`config.mk`:
```
export PLATFORM = sky130hd
export DESIGN_NAME = change_payout_ctrl
export DESIGN_NICKNAME = d
export VERILOG_FILES = /design/src/rtl/vend_pkg.sv /design/src/rtl/coin_selector.sv /design/src/rtl/change_payout_ctrl.sv
export SDC_FILE = /design/constraint.sdc
export NUM_CORES = 1
export LEC_CHECK = 0
export ABC_CLOCK_PERIOD_IN_PS = 5200
export CELL_PAD_IN_SITES_DETAIL_PLACEMENT = 1
export CELL_PAD_IN_SITES_GLOBAL_PLACEMENT = 1
export CORE_ASPECT_RATIO = 0.75
export CORE_UTILIZATION = 43
export DETAILED_ROUTE_END_ITERATION = 7
export PLACE_DENSITY_LB_ADDON = 0.2
export RECOVER_POWER = 100
export SLEW_MARGIN = 30
export SYNTH_ARGS = -nofsm -noshare
export SYNTH_HDL_FRONTEND = slang
export SYNTH_SLANG_ARGS = --single-unit
```
`constraint.sdc`:
```
create_clock -name clk -period 5.2 [get_ports clk]
set_input_delay 0.52 -clock clk [delete_from_list [all_inputs] [get_ports clk]]
set_output_delay 0.52 -clock clk [all_outputs]
set_load 0.01 [all_outputs]
```
`src/rtl/vend_pkg.sv`:
```
// Shared vending definitions: coin values and the change payout state encoding.
package vend_pkg;

    localparam logic [3:0] COIN_1  = 4'd1;
    localparam logic [3:0] COIN_5  = 4'd5;
    localparam logic [3:0] COIN_10 = 4'd10;

    typedef enum logic [2:0] {
        ST_IDLE   = 3'd0,
        ST_SELECT = 3'd1,
        ST_EJECT  = 3'd2,
        ST_DONE   = 3'd3,
        ST_FAULT  = 3'd4
    } payout_state_t;

endpackage

```
`src/rtl/coin_selector.sv`:
```
// Greedy coin choice: the largest stocked denomination not exceeding the remaining change.
module coin_selector
    import vend_pkg::*;
#(
    parameter int INV_W = 4
) (
    input  logic [4:0]       remaining,
    input  logic [INV_W-1:0] inv_1,
    input  logic [INV_W-1:0] inv_5,
    input  logic [INV_W-1:0] inv_10,
    output logic [3:0]       coin,
    output logic             none_avail
);

    always_comb begin
        coin       = 4'd0;
        none_avail = 1'b0;
        if (remaining >= 5'(COIN_10) && inv_10 != '0)
            coin = COIN_10;
        else if (remaining >= 5'(COIN_5) && inv_5 != '0)
            coin = COIN_5;
        else if (remaining >= 5'(COIN_1) && inv_1 != '0)
            coin = COIN_1;
        else
            none_avail = 1'b1;
    end

endmodule

```
`src/rtl/change_payout_ctrl.sv`:
```
// Change payout sequencer: ejects coins one at a time over a valid/ack handshake,
// tracking per-denomination inventory and flagging shortfall and hopper jams.
module change_payout_ctrl
    import vend_pkg::*;
#(
    parameter int INV_W       = 4,
    parameter int INIT_COUNT  = 8,
    parameter int ACK_TIMEOUT = 15
) (
    input  logic             clk,
    input  logic             rst,
    input  logic             start,
    input  logic [4:0]       amount,
    output logic             eject_valid,
    output logic [3:0]       eject_coin,
    input  logic             eject_ack,
    input  logic             refill,
    input  logic [1:0]       refill_sel,
    input  logic [INV_W-1:0] refill_cnt,
    input  logic             fault_clr,
    output logic             busy,
    output logic             done,
    output logic             shortfall,
    output logic [4:0]       owed,
    output logic             jam,
    output logic [INV_W-1:0] inv_1,
    output logic [INV_W-1:0] inv_5,
    output logic [INV_W-1:0] inv_10
);

    localparam int                 TMO_W    = $clog2(ACK_TIMEOUT + 1);
    localparam logic [TMO_W-1:0]   TMO_LAST = TMO_W'(ACK_TIMEOUT - 1);
    localparam logic [INV_W-1:0]   INV_INIT = INV_W'(INIT_COUNT);
    localparam logic [INV_W-1:0]   INV_ONE  = INV_W'(1);

    payout_state_t    state;
    logic [4:0]       remaining;
    logic [TMO_W-1:0] tmo_cnt;
    logic [3:0]       sel_coin;
    logic             none_avail;

    coin_selector #(.INV_W(INV_W)) u_coin_selector (
        .remaining  (remaining),
        .inv_1      (inv_1),
        .inv_5      (inv_5),
        .inv_10     (inv_10),
        .coin       (sel_coin),
        .none_avail (none_avail)
    );

    function automatic logic [INV_W-1:0] sat_add(input logic [INV_W-1:0] a,
                                                 input logic [INV_W-1:0] b);
        logic [INV_W:0] s;
        s = {1'b0, a} + {1'b0, b};
        return s[INV_W] ? '1 : s[INV_W-1:0];
    endfunction

    always_ff @(posedge clk) begin
        if (rst) begin
            state       <= ST_IDLE;
            remaining   <= '0;
            tmo_cnt     <= '0;
            eject_valid <= 1'b0;
            eject_coin  <= 4'd0;
            busy        <= 1'b0;
            done        <= 1'b0;
            shortfall   <= 1'b0;
            owed        <= '0;
            jam         <= 1'b0;
            inv_1       <= INV_INIT;
            inv_5       <= INV_INIT;
            inv_10      <= INV_INIT;
        end else begin
            unique case (state)
                ST_IDLE: begin
                    // Refill lands on this edge so the first SELECT already sees it.
                    if (refill) begin
                        case (refill_sel)
                            2'd0:    inv_1  <= sat_add(inv_1,  refill_cnt);
                            2'd1:    inv_5  <= sat_add(inv_5,  refill_cnt);
                            2'd2:    inv_10 <= sat_add(inv_10, refill_cnt);
                            default: ;
                        endcase
                    end
                    if (start) begin
                        remaining <= amount;
                        shortfall <= 1'b0;
                        owed      <= '0;
                        busy      <= 1'b1;
                        state     <= ST_SELECT;
                    end
                end
                ST_SELECT: begin
                    if (remaining == '0) begin
                        done  <= 1'b1;
                        state <= ST_DONE;
                    end else if (none_avail) begin
                        shortfall <= 1'b1;
                        owed      <= remaining;
                        done      <= 1'b1;
                        state     <= ST_DONE;
                    end else begin
                        eject_coin  <= sel_coin;
                        eject_valid <= 1'b1;
                        state       <= ST_EJECT;
                    end
                end
                ST_EJECT: begin
                    if (eject_ack) begin
                        remaining   <= remaining - 5'(eject_coin);
                        tmo_cnt     <= '0;
                        eject_valid <= 1'b0;
                        eject_coin  <= 4'd0;
                        state       <= ST_SELECT;
                        case (eject_coin)
                            COIN_1:  inv_1  <= inv_1  - INV_ONE;
                            COIN_5:  inv_5  <= inv_5  - INV_ONE;
                            COIN_10: inv_10 <= inv_10 - INV_ONE;
                            default: ;
                        endcase
                    end else if (tmo_cnt == TMO_LAST) begin
                        // Hopper stopped responding: freeze and report what is still owed.
                        owed        <= remaining;
                        tmo_cnt     <= '0;
                        eject_valid <= 1'b0;
                        eject_coin  <= 4'd0;
                        jam         <= 1'b1;
                        state       <= ST_FAULT;
                    end else begin
                        tmo_cnt <= tmo_cnt + 1'b1;
                    end
                end
                ST_DONE: begin
                    done  <= 1'b0;
                    busy  <= 1'b0;
                    state <= ST_IDLE;
                end
                ST_FAULT: begin
                    if (fault_clr) begin
                        jam   <= 1'b0;
                        busy  <= 1'b0;
                        state <= ST_IDLE;
                    end
                end
                default: state <= ST_IDLE;
            endcase
        end
    end

endmodule

```
# After elaboration in Yosys (flattened, before gate mapping)
# Cells that the tools add are included.
[op_classes] n_addsub=8 order_cmp=3 eq_ne=27 mux=64 n_reduce_logical=27
[op_table] operator="$mux 4" count=23
[op_table] operator="$mux 5" count=7
[op_table] operator="$pmux 4 s2" count=4
[op_table] operator="$mux 1" count=18
[op_table] operator="$ne 2x2->1 const B" count=9
[op_table] operator="$add 4x4->5" count=3
[op_table] operator="$pmux 5 s3" count=1
[op_table] operator="$reduce_and 5->1" count=3
[op_table] operator="$mux 3" count=4
[op_table] operator="$ne 2x1->1 const B" count=6
[op_table] operator="$pmux 3 s4" count=1
[op_table] operator="$reduce_and 4->1" count=3
[op_table] operator="$reduce_bool 4->1" count=3
[op_table] operator="$sub 4x1->4 const B" count=3
[op_table] operator="$pmux 5 s2" count=1
[op_table] operator="$reduce_bool 2->1" count=5
[op_table] operator="$reduce_and 3->1" count=3
[op_table] operator="$eq 4x4->1 const B" count=2
[op_table] operator="$pmux 1 s2" count=4
[op_table] operator="$eq 3x2->1 const B" count=2
[op_table] operator="$ne 3x3->1 const B" count=2
[op_table] operator="$reduce_and 6->1" count=1
[op_table] operator="$reduce_bool 3->1" count=2
[op_table] operator="$ge 5x1->1 const B" count=1
[op_table] operator="16 further kinds" count=18
[word_totals] reg_bits=38 in_bits=17 out_inout_bits=26

# Logic depth before layout (Yosys ltp)
# Gate-level depths: netlist of the first run.
[depth] depth_word=8 ltp_mapped=8 depth_no_buf=8

# Modules after synthesis
# Synthesis of the first run repeated with hierarchy kept, for this count alone.
[hier_totals] cells_unflattened=342 hier_area_um2=2712.6
[by_module_without_submodules] module="change_payout_ctrl" n_inst=1 cells_each=327 area_per_inst_um2=2616.3 seq_area_each_um2=760.7
[by_module_without_submodules] module="coin_selector" n_inst=1 cells_each=15 area_per_inst_um2=96.3 seq_area_each_um2=0.0

# Worst setup path after synthesis of the first run
# No wires, ideal clock.
[synth_timing] kind="input to register" start="input refill_cnt[0]" end="register inv_5[2]" setup_time_ns=0.070 arrival_time_ns=1.762 required_time_ns=5.130 setup_slack_ns=3.368 path_stages=7 cell_sequence="ha_1 inv_1 fa_1 xnor2_1 o21ai_0 a221o_1 a21oi_1"
[synth_via] elab_chain_cells=5
[synth_rtl] item="start, declared" line="change_payout_ctrl.sv:19" rtl="input logic [INV_W-1:0] refill_cnt,"
[synth_rtl] item="$add 4x4->5" line="change_payout_ctrl.sv:54" rtl="s = {1'b0, a} + {1'b0, b};"
[synth_rtl] item="$mux 4" line="change_payout_ctrl.sv:55" rtl="return s[INV_W] ? '1 : s[INV_W-1:0];"
[synth_rtl] item="$mux 4" line="change_payout_ctrl.sv:78" rtl="case (refill_sel)"
[synth_rtl] item="$mux 4" line="change_payout_ctrl.sv:77" rtl="if (refill) begin"
[synth_rtl] item="$pmux 4 s2" line="change_payout_ctrl.sv:74" rtl="unique case (state)"
[synth_rtl] item="end signal, assigned" line="change_payout_ctrl.sv:80" rtl="2'd1: inv_5 <= sat_add(inv_5, refill_cnt);"
[synth_rtl] item="end signal, assigned" line="change_payout_ctrl.sv:117" rtl="COIN_5: inv_5 <= inv_5 - INV_ONE;"
[synth_rtl] item="end, declared" line="change_payout_ctrl.sv:27" rtl="output logic [INV_W-1:0] inv_5,"
# Every way passes these cells. The select of a mux whose other input is x is not followed.
# A chain may end at the register's enable or synchronous reset.

# Final worst setup path of the first run
[layout_timing] start="register state[2]" end="register eject_coin[0]"
[layout_via] elab_chain_cells=3 word_cells_on_any_way=8 cone_classes="eq/ne (5); mux (1); reduce/logical (2)"
[layout_rtl] item="start, declared" line="change_payout_ctrl.sv:36" rtl="payout_state_t state;"
[layout_rtl] item="start signal, assigned" line="change_payout_ctrl.sv:60" rtl="state <= ST_IDLE;"
[layout_rtl] item="start signal, assigned" line="change_payout_ctrl.sv:90" rtl="state <= ST_SELECT;"
[layout_rtl] item="start signal, assigned" line="change_payout_ctrl.sv:96" rtl="state <= ST_DONE;"
[layout_rtl] item="$eq 3x2->1 / $eq 3x1->1 (equally long branches)" line="change_payout_ctrl.sv:74"
[layout_rtl] item="$ne 3x3->1 (no line), or another cell as far along"
[layout_rtl] item="$reduce_and 4->1 (no line)"
[layout_rtl] item="end signal, assigned" line="change_payout_ctrl.sv:103" rtl="eject_coin <= sel_coin;"
[layout_rtl] item="end, declared" line="change_payout_ctrl.sv:15" rtl="output logic [3:0] eject_coin,"
# Several ways; a longest one is shown, not always the timed one.

==> results.md, run 1 <==
* Wirelength, routed at 7.27 mm
* Async SR Flop Fraction at 0
* Ant. Diodes at 0
* Setup crit start kind: flop
* DR pass1 iterations at 4
* Area of the mapped netlist at 2610 µm²
* CTS Buffer Depth at 2
* Outcome: finished clean
* DRC violations left at 0
* WHS Path Cells at 2
* GR Overflow Total at 0
* Yosys top cell by area: dfxtp_1
* Htree depth at 2
* Mapped Cells at 319
* Worst slew pin tran at 1.02 ns
* CP required at 5.41 ns
* Avg Cell Area, Syn at 8.19 µm²
* Rows at 24
* P_int at 0.508 mW
* Vias/cell at 5.65
* Top cell type's share of synthesized area at 0.283
* Worst-Skew Late Latency at 0.28 ns
* Top cells by area, synth: dfxtp_1 28%, ha_1 10%, nor2_1 5.0%
* First-pass GRT wire length at 12.5 mm
* Cts repair resizes at 0
* Critical path endpoint category: flop
* Slew Viols, Final at 0
* Fmax at 0.368 GHz
* Post-CTS Hold Fix Bufs at 0
* #FFs+latches synth at 37
* Port Buf Inserts at 42
* FF-to-FF path depth at 5
* Setup violators final at 0
* TritonCTS clock tree: yes
* Final hold viol count at 0
* Sequential area share after synthesis at 0.283
* WL/cell at 16.7 µm
* IO Pins at 43
* Routed Antenna Nets at 0
* CTS Root Buffer Type: clkbuf_8
* Routability Congestion at 0.817
* Sw Ratio at 0.339
* Chip height at 69.5 µm
* Pleak at 1.21 nW
* Worst rel slew slack at 0.323
* Floorplan core area at 5830 µm²
* CP Max Fanout at 21
* Postcts setup bufs at 0
* Worst Skew at 0.00541 ns
* Synth warn at 0
* Layout cells sized above 1 at 0.0420
* Final-stage net count at 399
* Starting Density at 0.449
* Top-count cell post-synth: dfxtp_1
* Power Density at 246 nW/µm²
* Clk slew on worst S/H paths at 0.08 ns
* CTS Buf Count at 5
* Critical path arrival at 2.93 ns
* Post-synth cell types at 56
* Hold Crit Class: flop to flop
* Reg power frac at 0.429
* Setup TNS at 0 ns
* Vias in the first global route at 2503
* RSZ-0062 raised after global routing: false
* Initial antenna violation count at 0
* Final hold slack at 0.479 ns
* Top cells by count, synth: 37 x dfxtp_1, 35 x nor2_1, 25 x inv_1
* 1st-iter DRT viols at 79
* Die Wd at 92.0 µm
* Ys flop type: dfxtp_1
* Net Switching at 0.260 mW
* Clock share of power at 0.268
* Clk sinks at 37
* DIE AREA at 6400 µm²
* Worst vdd ir at 0.000136 V
* Worst setup path class: flop to flop
* Gate power share at 0.303
* Period utilisation layout at 0.523
* Minimum clock period at 2.72 ns
* Max-cap violations at 0
* Pin count of the biggest net entering global routing at 30
* Routed via count at 2459
* EDFF count, synth at 0
* Syn Nets at 361
* Area grow syn2layout at 19.5%
* All-layer global routing usage at 0.242
* DP Wirelength at 5.62 mm
## per-stage QoR
| step | cell area, µm² | std cells | worst slack, ns | power (mW) | util |
|---|---|---|---|---|---|
| finish | 3120 | 435 | 2.48 | 0.768 | 0.536 |
| global placement | 3090 | 428 | 2.66 | 0.571 | 0.531 |
| CTS | 3180 | 435 | 2.59 | 0.787 | 0.546 |
| floorplan | 2610 | 319 | 3.37 | 0.493 | - |
| global route | 3120 | 435 | 2.34 | 0.814 | 0.536 |
| detailed placement | 3090 | 428 | 2.52 | 0.582 | 0.531 |
## worst paths after layout
kind	from	to	slack (ns)
setup / recovery	state[2]	eject_coin[0]	2.48
hold reg to reg	owed[3]	owed[3]	0.48
hold / removal	owed[3]	owed[3]	0.48
setup reg to reg	state[2]	eject_coin[0]	2.48
## layout make-up
class | count | area [µm²]
Fill cell | 722 | 2700
Multi-Input combinational cell | 244 | 1680
Sequential cell | 37 | 741
Timing Repair Buffer | 44 | 427
Tap cell | 78 | 97.6
Inverter | 25 | 93.8
Clock buffer | 7 | 86.3
## critical path, stage by stage, from the launching register on
cell and delay, ns:
dfxtp_1 0.62, or3b_1 0.70, nor3_1 0.25, or3_1 0.49, or4_1 0.42, a21oi_1 0.16
## sequential cells by signal (all words and copies together) (netlist names), 3 cells and up
name        flops
inv_5           4
tmo_cnt         4
inv_10          4
state           3
owed            5
eject_coin      3
remaining       5
inv_1           4
## power by group through the flow
stage                     registers [mW]  clock network [mW]  logic, mW
after floorplan                    0.330                   0      0.163
after global placement             0.336                   0      0.235
after detailed placement           0.337                   0      0.245
after CTS                          0.330               0.209      0.247
after global routing               0.333               0.223      0.258
final                              0.329               0.206      0.233
## kinds of logic (layout without fill, tap and decap cells)
family | Yosys count | after routing | synth area share
fa+ha+maj | 25 | 25 | 0.131
simple gates | 120 | 120 | 0.258
buf+inv | 38 | 76 | 0.0589
compound gates | 84 | 84 | 0.214
xor+xnor | 7 | 7 | 0.0235
flops | 37 | 37 | 0.283
mux | 8 | 8 | 0.0306
## per-layer routing
metal  GRT usage  wire length [µm]  up-vias
met1       0.351              3590     1192
li1            -                 -     1225
met2       0.392              3400       38
met5           0                 0        -
met4      0.0260                48        0
met3      0.0362               235        4
## cells in the final DEF (no fill, tap or decap), types with 6 or more instances in the layout
master	n
o21ai_0	20
nor2_1	35
nand2b_1	10
nor2b_1	8
mux2i_1	8
inv_1	25
dfxtp_1	37
nor3_1	17
nand2_1	14
clkdlybuf4s50_1	13
dlygate4sd3_1	28
a32oi_1	6
ha_1	21
nand3_1	12
a21oi_1	25
clkbuf_8	6
(Power assumes the default switching activity.)
==> run 2, diff against run 1 <==
--- a/config.mk
+++ b/config.mk
@@ -5,11 +5,11 @@
 export SDC_FILE = /design/constraint.sdc
 export NUM_CORES = 1
 export LEC_CHECK = 0
-export ABC_CLOCK_PERIOD_IN_PS = 5200
+export ABC_CLOCK_PERIOD_IN_PS = 2750
 export CELL_PAD_IN_SITES_DETAIL_PLACEMENT = 1
 export CELL_PAD_IN_SITES_GLOBAL_PLACEMENT = 1
 export CORE_ASPECT_RATIO = 0.75
-export CORE_UTILIZATION = 43
+export CORE_UTILIZATION = 40
 export DETAILED_ROUTE_END_ITERATION = 7
 export PLACE_DENSITY_LB_ADDON = 0.2
 export RECOVER_POWER = 100
==> constraint.sdc (replaced) <==
create_clock -name clk -period 2.75 [get_ports clk]
set_input_delay 0.275 -clock clk [delete_from_list [all_inputs] [get_ports clk]]
set_output_delay 0.275 -clock clk [all_outputs]
set_load 0.01 [all_outputs]
==> run 2 against run 1 <==
  * Critical path depth is 1 higher
  * First-iteration DRC count grew 6.3%
  * Setup slack lost 1.9 ns
  * Design area up 2.7%
  * Combinational power is 96% higher
  * Routed wire length down 0.26%
  * Sequential cell count stayed put
  * Power up 91%
  * Via count up 1.5%
  * Sequential share of layout area is 0.63 points lower
  * Sequential power grew 89%
  * Largest cell class unchanged
==> results.md, run 2 (synthesis gave the netlist of run 1 again) <==
* Outcome: finished clean
* Clk slew on worst S/H paths at 0.07 ns (about the same)
* IO Pins at 43 (unchanged)
* Pleak at 1.25 nW (+3.2%)
* Starting Density at 0.414 (-0.0350)
* Filler Cells Inserted at 788 (+9.1%)
* Worst vdd ir at 0.000230 V (+69%)
* Post-CTS Hold Fix Bufs at 0 (unchanged)
* CP required at 2.98 ns (-2.43 ns)
* Gr busiest metal: met2
* DRC violations left at 0 (unchanged)
* Floorplan core area at 6320 µm² (+8.5%)
* First-pass GRT wire length at 12.2 mm (-1.9%)
* Setup crit start kind: flop
* WHS Path Cells at 2 (unchanged)
* Dpl cells at 438 (+2.3%)
* Critical path arrival at 2.43 ns (-0.50 ns)
* Commonest non-fill, non-tap cells in the layout: 37 x dfxtp_1, 35 x nor2_1, 26 x dlygate4sd3_1, 25 x inv_1, 24 x a21oi_1
* Hold Crit Class: flop to flop
* DR pass1 iterations at 4 (unchanged)
* Port Buf Inserts at 42 (unchanged)
* FF-to-FF path depth at 6 (+1)
* Critical R2R Launch: state[1]
* Layout cells sized above 1 at 0.0659 (+0.0239)
* GR Util met1 at 0.308 (-0.0425)
* Worst setup path class: flop to flop
* Ant. Diodes at 0 (unchanged)
* Pin count of the biggest net entering global routing at 26 (-13%)
* Final hold viol count at 0 (unchanged)
* DIE AREA at 6860 µm² (+7.3%)
* 1st-iter DRT viols at 84 (+6.3%)
* CTS Root Buffer Type: clkbuf_8
* Reg2Reg Setup Slack at 0.55 ns (-1.93 ns)
* Commonest non-fill, non-tap cell in the layout: dfxtp_1
* Top Registers: owed x5, remaining x5
* Period utilisation layout at 0.801 (+0.278)
* Pre-CTS setup slack at 0.435 ns (-2.09 ns)
* Die Wd at 95.3 µm (+3.6%)
* Worst slew pin tran at 0.706 ns (-0.310 ns)
* Max-cap violations at 0 (unchanged)
* RSZ-0062 raised after global routing: false
* Hold Path End: owed[3]
* Minimum clock period at 2.20 ns (-0.517 ns)
* Area grow syn2layout at 22.8%
* Routed via count at 2496 (+1.5%)
* Hold Path Origin: owed[3]
* CTS Buf Count at 5 (unchanged)
* CTS Buffer Depth at 2 (unchanged)
* Met3 Usage GRT at 0.0409 (+0.00470)
* Setup violators final at 0 (unchanged)
* All-layer global routing usage at 0.229 (-0.0130)
* Routability Congestion at 0.806 (-1.3%)
* Worst rel slew slack at 0.525 (+0.202)
* Post-Layout Cell Count at 445 (+2.3%)
* Worst-Skew Late Latency at 0.29 ns (about the same)
* Vias/cell at 5.61 (-0.78%)
* Chip height at 72.0 µm (+3.6%)
* Routed Antenna Nets at 0 (unchanged)
* Htree depth at 2 (unchanged)
* Clk sinks at 37 (unchanged)
* Critical path endpoint category: flop
* TritonCTS clock tree: yes
* WL/cell at 16.3 µm (-2.5%)
* Wirelength, routed at 7.25 mm (-0.26%)
* Rows at 25 (+4.2%)
* Cts repair resizes at 0 (unchanged)
* R2r endpoint: tmo_cnt[2]
* Setup TNS at 0 ns (unchanged)
* Met2 GRT Util at 0.379 (-0.0128)
* CP Max Fanout at 17 (-19%)
* Worst Skew at 0.00206 ns (-0.00336 ns)
* Vias in the first global route at 2516 (+0.52%)
* Postcts setup bufs at 0 (unchanged)
* GR Overflow Total at 0 (unchanged)
* Final-stage net count at 406 (+1.8%)
* Initial antenna violation count at 0 (unchanged)
* Final WS setup at 0.547 ns (-1.93 ns)
* Slew Viols, Final at 0 (unchanged)
* Power Density at 458 nW/µm² (+86%)
* DP Wirelength at 5.66 mm (+0.74%)
* Fmax at 0.454 GHz (+23%)
-- run 2: changes by cell type in the layout (fill, tap and decap cells not counted), sizes merged --
| cell | change |
|---|---|
| dlygate4sd3 | -2 |
| buf | +6 |
| clkdlybuf4s50 | +3 |
-- run 2: metrics by stage --
step / cell area [µm²] / hold WS, ns / util / total power, mW
2_1_floorplan: 2610 / 0.463 / - / 0.933
3_3_place_gp: 3150 / 0.467 / 0.498 / 1.09
3_5_place_dp: 3150 / 0.477 / 0.498 / 1.11
4_1_cts: 3230 / 0.492 / 0.512 / 1.50
5_1_grt: 3210 / 0.503 / 0.508 / 1.56
6_report: 3210 / 0.480 / 0.508 / 1.47
-- run 2: report_power, final --
group	internal, mW	switching, mW
clock network	0.199	0.192
registers	0.570	0.0521
logic	0.202	0.254
-- run 2: cell type report --
type                       instances  area (µm²)  area share
inverter                          25        93.8      0.0292
timing repair buffer              51         484       0.151
clock buffer                       7        86.3      0.0269
tap                               81         101      0.0316
sequential                        37         741       0.231
multi-input combinational        244        1700       0.531
-- run 2: how the worst max path moves through the flow --
stage | from | to | depth (start not counted)
6_report | state[1] | tmo_cnt[2] | 6
3_5_place_dp | refill_cnt[0] | inv_1[0] | 9
2_1_floorplan | inv_5[1] | eject_coin[0] | 7
3_3_place_gp | refill_cnt[1] | inv_5[2] | 7
4_1_cts | inv_5[1] | eject_coin[0] | 7
5_1_grt | remaining[1] | eject_valid | 5
-- run 2: routing by layer --
layer	wire length [µm]	share of wire
met5	0	0
met4	52	0.0072
met3	185	0.026
met2	3360	0.46
met1	3650	0.50
-- run 2: worst max-delay path, stage by stage, from the launching register on --
cell and delay [ns]:
dfxtp_1 0.60, nor3b_1 0.60, buf_4 0.35, nand3_1 0.20
o21ai_0 0.20, nand2_1 0.07, a21oi_1 0.11
==> run 3, diff against run 2 <==
--- a/config.mk
+++ b/config.mk
@@ -5,7 +5,7 @@
 export SDC_FILE = /design/constraint.sdc
 export NUM_CORES = 1
 export LEC_CHECK = 0
-export ABC_CLOCK_PERIOD_IN_PS = 2750
+export ABC_CLOCK_PERIOD_IN_PS = 2300
 export CELL_PAD_IN_SITES_DETAIL_PLACEMENT = 1
 export CELL_PAD_IN_SITES_GLOBAL_PLACEMENT = 1
 export CORE_ASPECT_RATIO = 0.75
==> constraint.sdc (replaced) <==
create_clock -name clk -period 2.3 [get_ports clk]
set_input_delay 0.23 -clock clk [delete_from_list [all_inputs] [get_ports clk]]
set_output_delay 0.23 -clock clk [all_outputs]
set_load 0.01 [all_outputs]
==> run 3 against run 2 <==
  * Register-to-register slack got worse by 0.35 ns
  * Critical path type unchanged
  * Core utilization rose by 0.69 points
  * Sequential power rose by 19%
  * Sequential cell count did not move
  * Highest routed layer unchanged
  * Clock power rose by 15%
  * Sequential share of layout area fell by 0.31 points
  * Critical path depth fell by 1
  * Non-clock buffer count rose by 7
  * Critical endpoint is now owed[3]
  * Global-route usage rose by 0.93 points
==> results.md, run 3 (synthesis gave the netlist of run 1 again) <==
* Outcome: finished clean
* WL/cell at 16.8 µm (+3.2%)
* Crit-path leading delay family: compound AO/OA/AOI/OAI gates
* Slew Viols, Final at 0 (unchanged)
* Port Buf Inserts at 42 (unchanged)
* FF-to-FF path depth at 5 (-1)
* Clk sinks at 37 (unchanged)
* Routed via count at 2532 (+1.4%)
* Top Registers: owed x5, remaining x5
* RSZ-0062 raised after global routing: false
* DR pass1 iterations at 4 (unchanged)
* Cts repair resizes at 0 (unchanged)
* Wirelength, routed at 7.62 mm (+5.0%)
* Power Density at 541 nW/µm² (+18%)
* Area grow syn2layout at 24.5%
* Pleak at 1.28 nW (+2.2%)
* Final hold viol count at 0 (unchanged)
* Commonest non-fill, non-tap cell in the layout: dfxtp_1
* Critical path's largest stage delay at 0.42 ns (-0.18 ns)
* CP Depth at 5 (-1)
* Critical path arrival at 2.28 ns (-0.15 ns)
* Slowest stage cell on the critical path: o31ai_1
* Rows at 25 (unchanged)
* Vias/cell at 5.59 (-0.35%)
* Worst Skew at 0.00484 ns (+0.00278 ns)
* Setup crit start kind: flop
* Setup TNS at 0 ns (unchanged)
* Starting Density at 0.414 (unchanged)
* Ant. Diodes at 0 (unchanged)
* Worst vdd ir at 0.000244 V (+6.2%)
* Critical path endpoint category: flop
* Pin count of the biggest net entering global routing at 27 (+3.8%)
* Hold Crit Class: flop to flop
* Final-stage net count at 413 (+1.7%)
* WHS Path Cells at 2 (unchanged)
* Setup violators final at 0 (unchanged)
* CTS Buffer Depth at 2 (unchanged)
* Minimum clock period at 2.11 ns (-0.0957 ns)
* IO Pins at 43 (unchanged)
* Commonest non-fill, non-tap cells in the layout: 37 x dfxtp_1, 35 x nor2_1, 27 x dlygate4sd3_1, 25 x inv_1, 24 x a21oi_1
* Filler Cells Inserted at 791 (+0.38%)
* 1st-iter DRT viols at 88 (+4.8%)
* Crit-path cells: nor4_4 > a22oi_1 > o31ai_1 > and2_0 > o21ai_0
* TritonCTS clock tree: yes
* Final hold slack at 0.475 ns (-0.00454 ns)
* Routed Antenna Nets at 0 (unchanged)
* Htree depth at 2 (unchanged)
* Worst Setup SP: remaining[2]
* Max-cap violations at 0 (unchanged)
* Chip height at 72.0 µm (unchanged)
* CP Max Fanout at 6 (-11)
* CTS Root Buffer Type: clkbuf_8
* Hold Path Origin: owed[3]
* Worst setup path class: flop to flop
* Critical R2R Launch: remaining[2]
* DRC violations left at 0 (unchanged)
* CTS Buf Count at 5 (unchanged)
* Worst rel slew slack at 0.612 (+0.0871)
* First-pass GRT wire length at 12.6 mm (+3.0%)
* Routability Congestion at 0.817 (+1.4%)
* Post-CTS Hold Fix Bufs at 0 (unchanged)
* Die Wd at 95.3 µm (unchanged)
* Floorplan core area at 6320 µm² (unchanged)
* Layout cells sized above 1 at 0.0806 (+0.0147)
* Worst slew pin tran at 0.582 ns (-0.124 ns)
* Initial antenna violation count at 0 (unchanged)
* Postcts setup bufs at 0 (unchanged)
* Fmax at 0.475 GHz (+4.5%)
* DP Wirelength at 6.00 mm (+6.0%)
* Period utilisation layout at 0.916 (+0.115)
* All-layer global routing usage at 0.238 (+0.00930)
* Worst-Skew Late Latency at 0.30 ns (about the same)
* GR Overflow Total at 0 (unchanged)
* Worst Path Buf+Inv at 0 (-1)
* Vias in the first global route at 2618 (+4.1%)
* DIE AREA at 6860 µm² (unchanged)
* CP required at 2.47 ns (-0.51 ns)
* Clk slew on worst S/H paths at 0.08 ns (about the same)
## run 3: final cells by class
cell class	instances	area, µm²	area share
multi-input combinational	244	1710	0.525
sequential	37	741	0.228
timing repair buffer	58	526	0.162
tap	81	101	0.0312
inverter	25	93.8	0.0288
clock buffer	6	72.6	0.0223
clock inverter	2	10.0	0.00308
## run 3: worst paths after layout
kind,end,slack (ns)
worst min register to register,owed[3],0.48
worst max register to register,owed[3],0.19
worst min-delay path,owed[3],0.48
worst max-delay path,owed[3],0.19
## run 3: worst min-delay path: cells and delay by family, from the launching register on
kind / cells / cell delay [ns]
simple gates: 1 / 0.06
flops: 1 / 0.31
compound gates: 1 / 0.06
## run 3: through the flow
step	instances	setup slack [ns]	util	area, µm²	power, mW
floorplan	319	0.488	-	2610	1.12
global route	453	0.0617	0.515	3250	1.87
global placement	445	0.136	0.507	3200	1.32
finish	453	0.193	0.515	3250	1.76
detailed placement	445	-0.00381	0.507	3200	1.34
CTS	453	0.250	0.520	3280	1.79
## run 3: power by group
| part | total, mW | switching [mW] | internal, mW |
|---|---|---|---|
| sequential | 0.739 | 0.0574 | 0.681 |
| clock | 0.449 | 0.239 | 0.210 |
| combinational | 0.571 | 0.318 | 0.252 |
| total | 1.76 | 0.615 | 1.14 |
## run 3: per-layer routing
layer / GRT usage / vias up / share of wire
li1: - / 1255 / -
met1: 0.307 / 1233 / 0.48
met2: 0.406 / 33 / 0.47
met3: 0.0461 / 11 / 0.030
met4: 0.0657 / 0 / 0.011
met5: 0 / - / 0
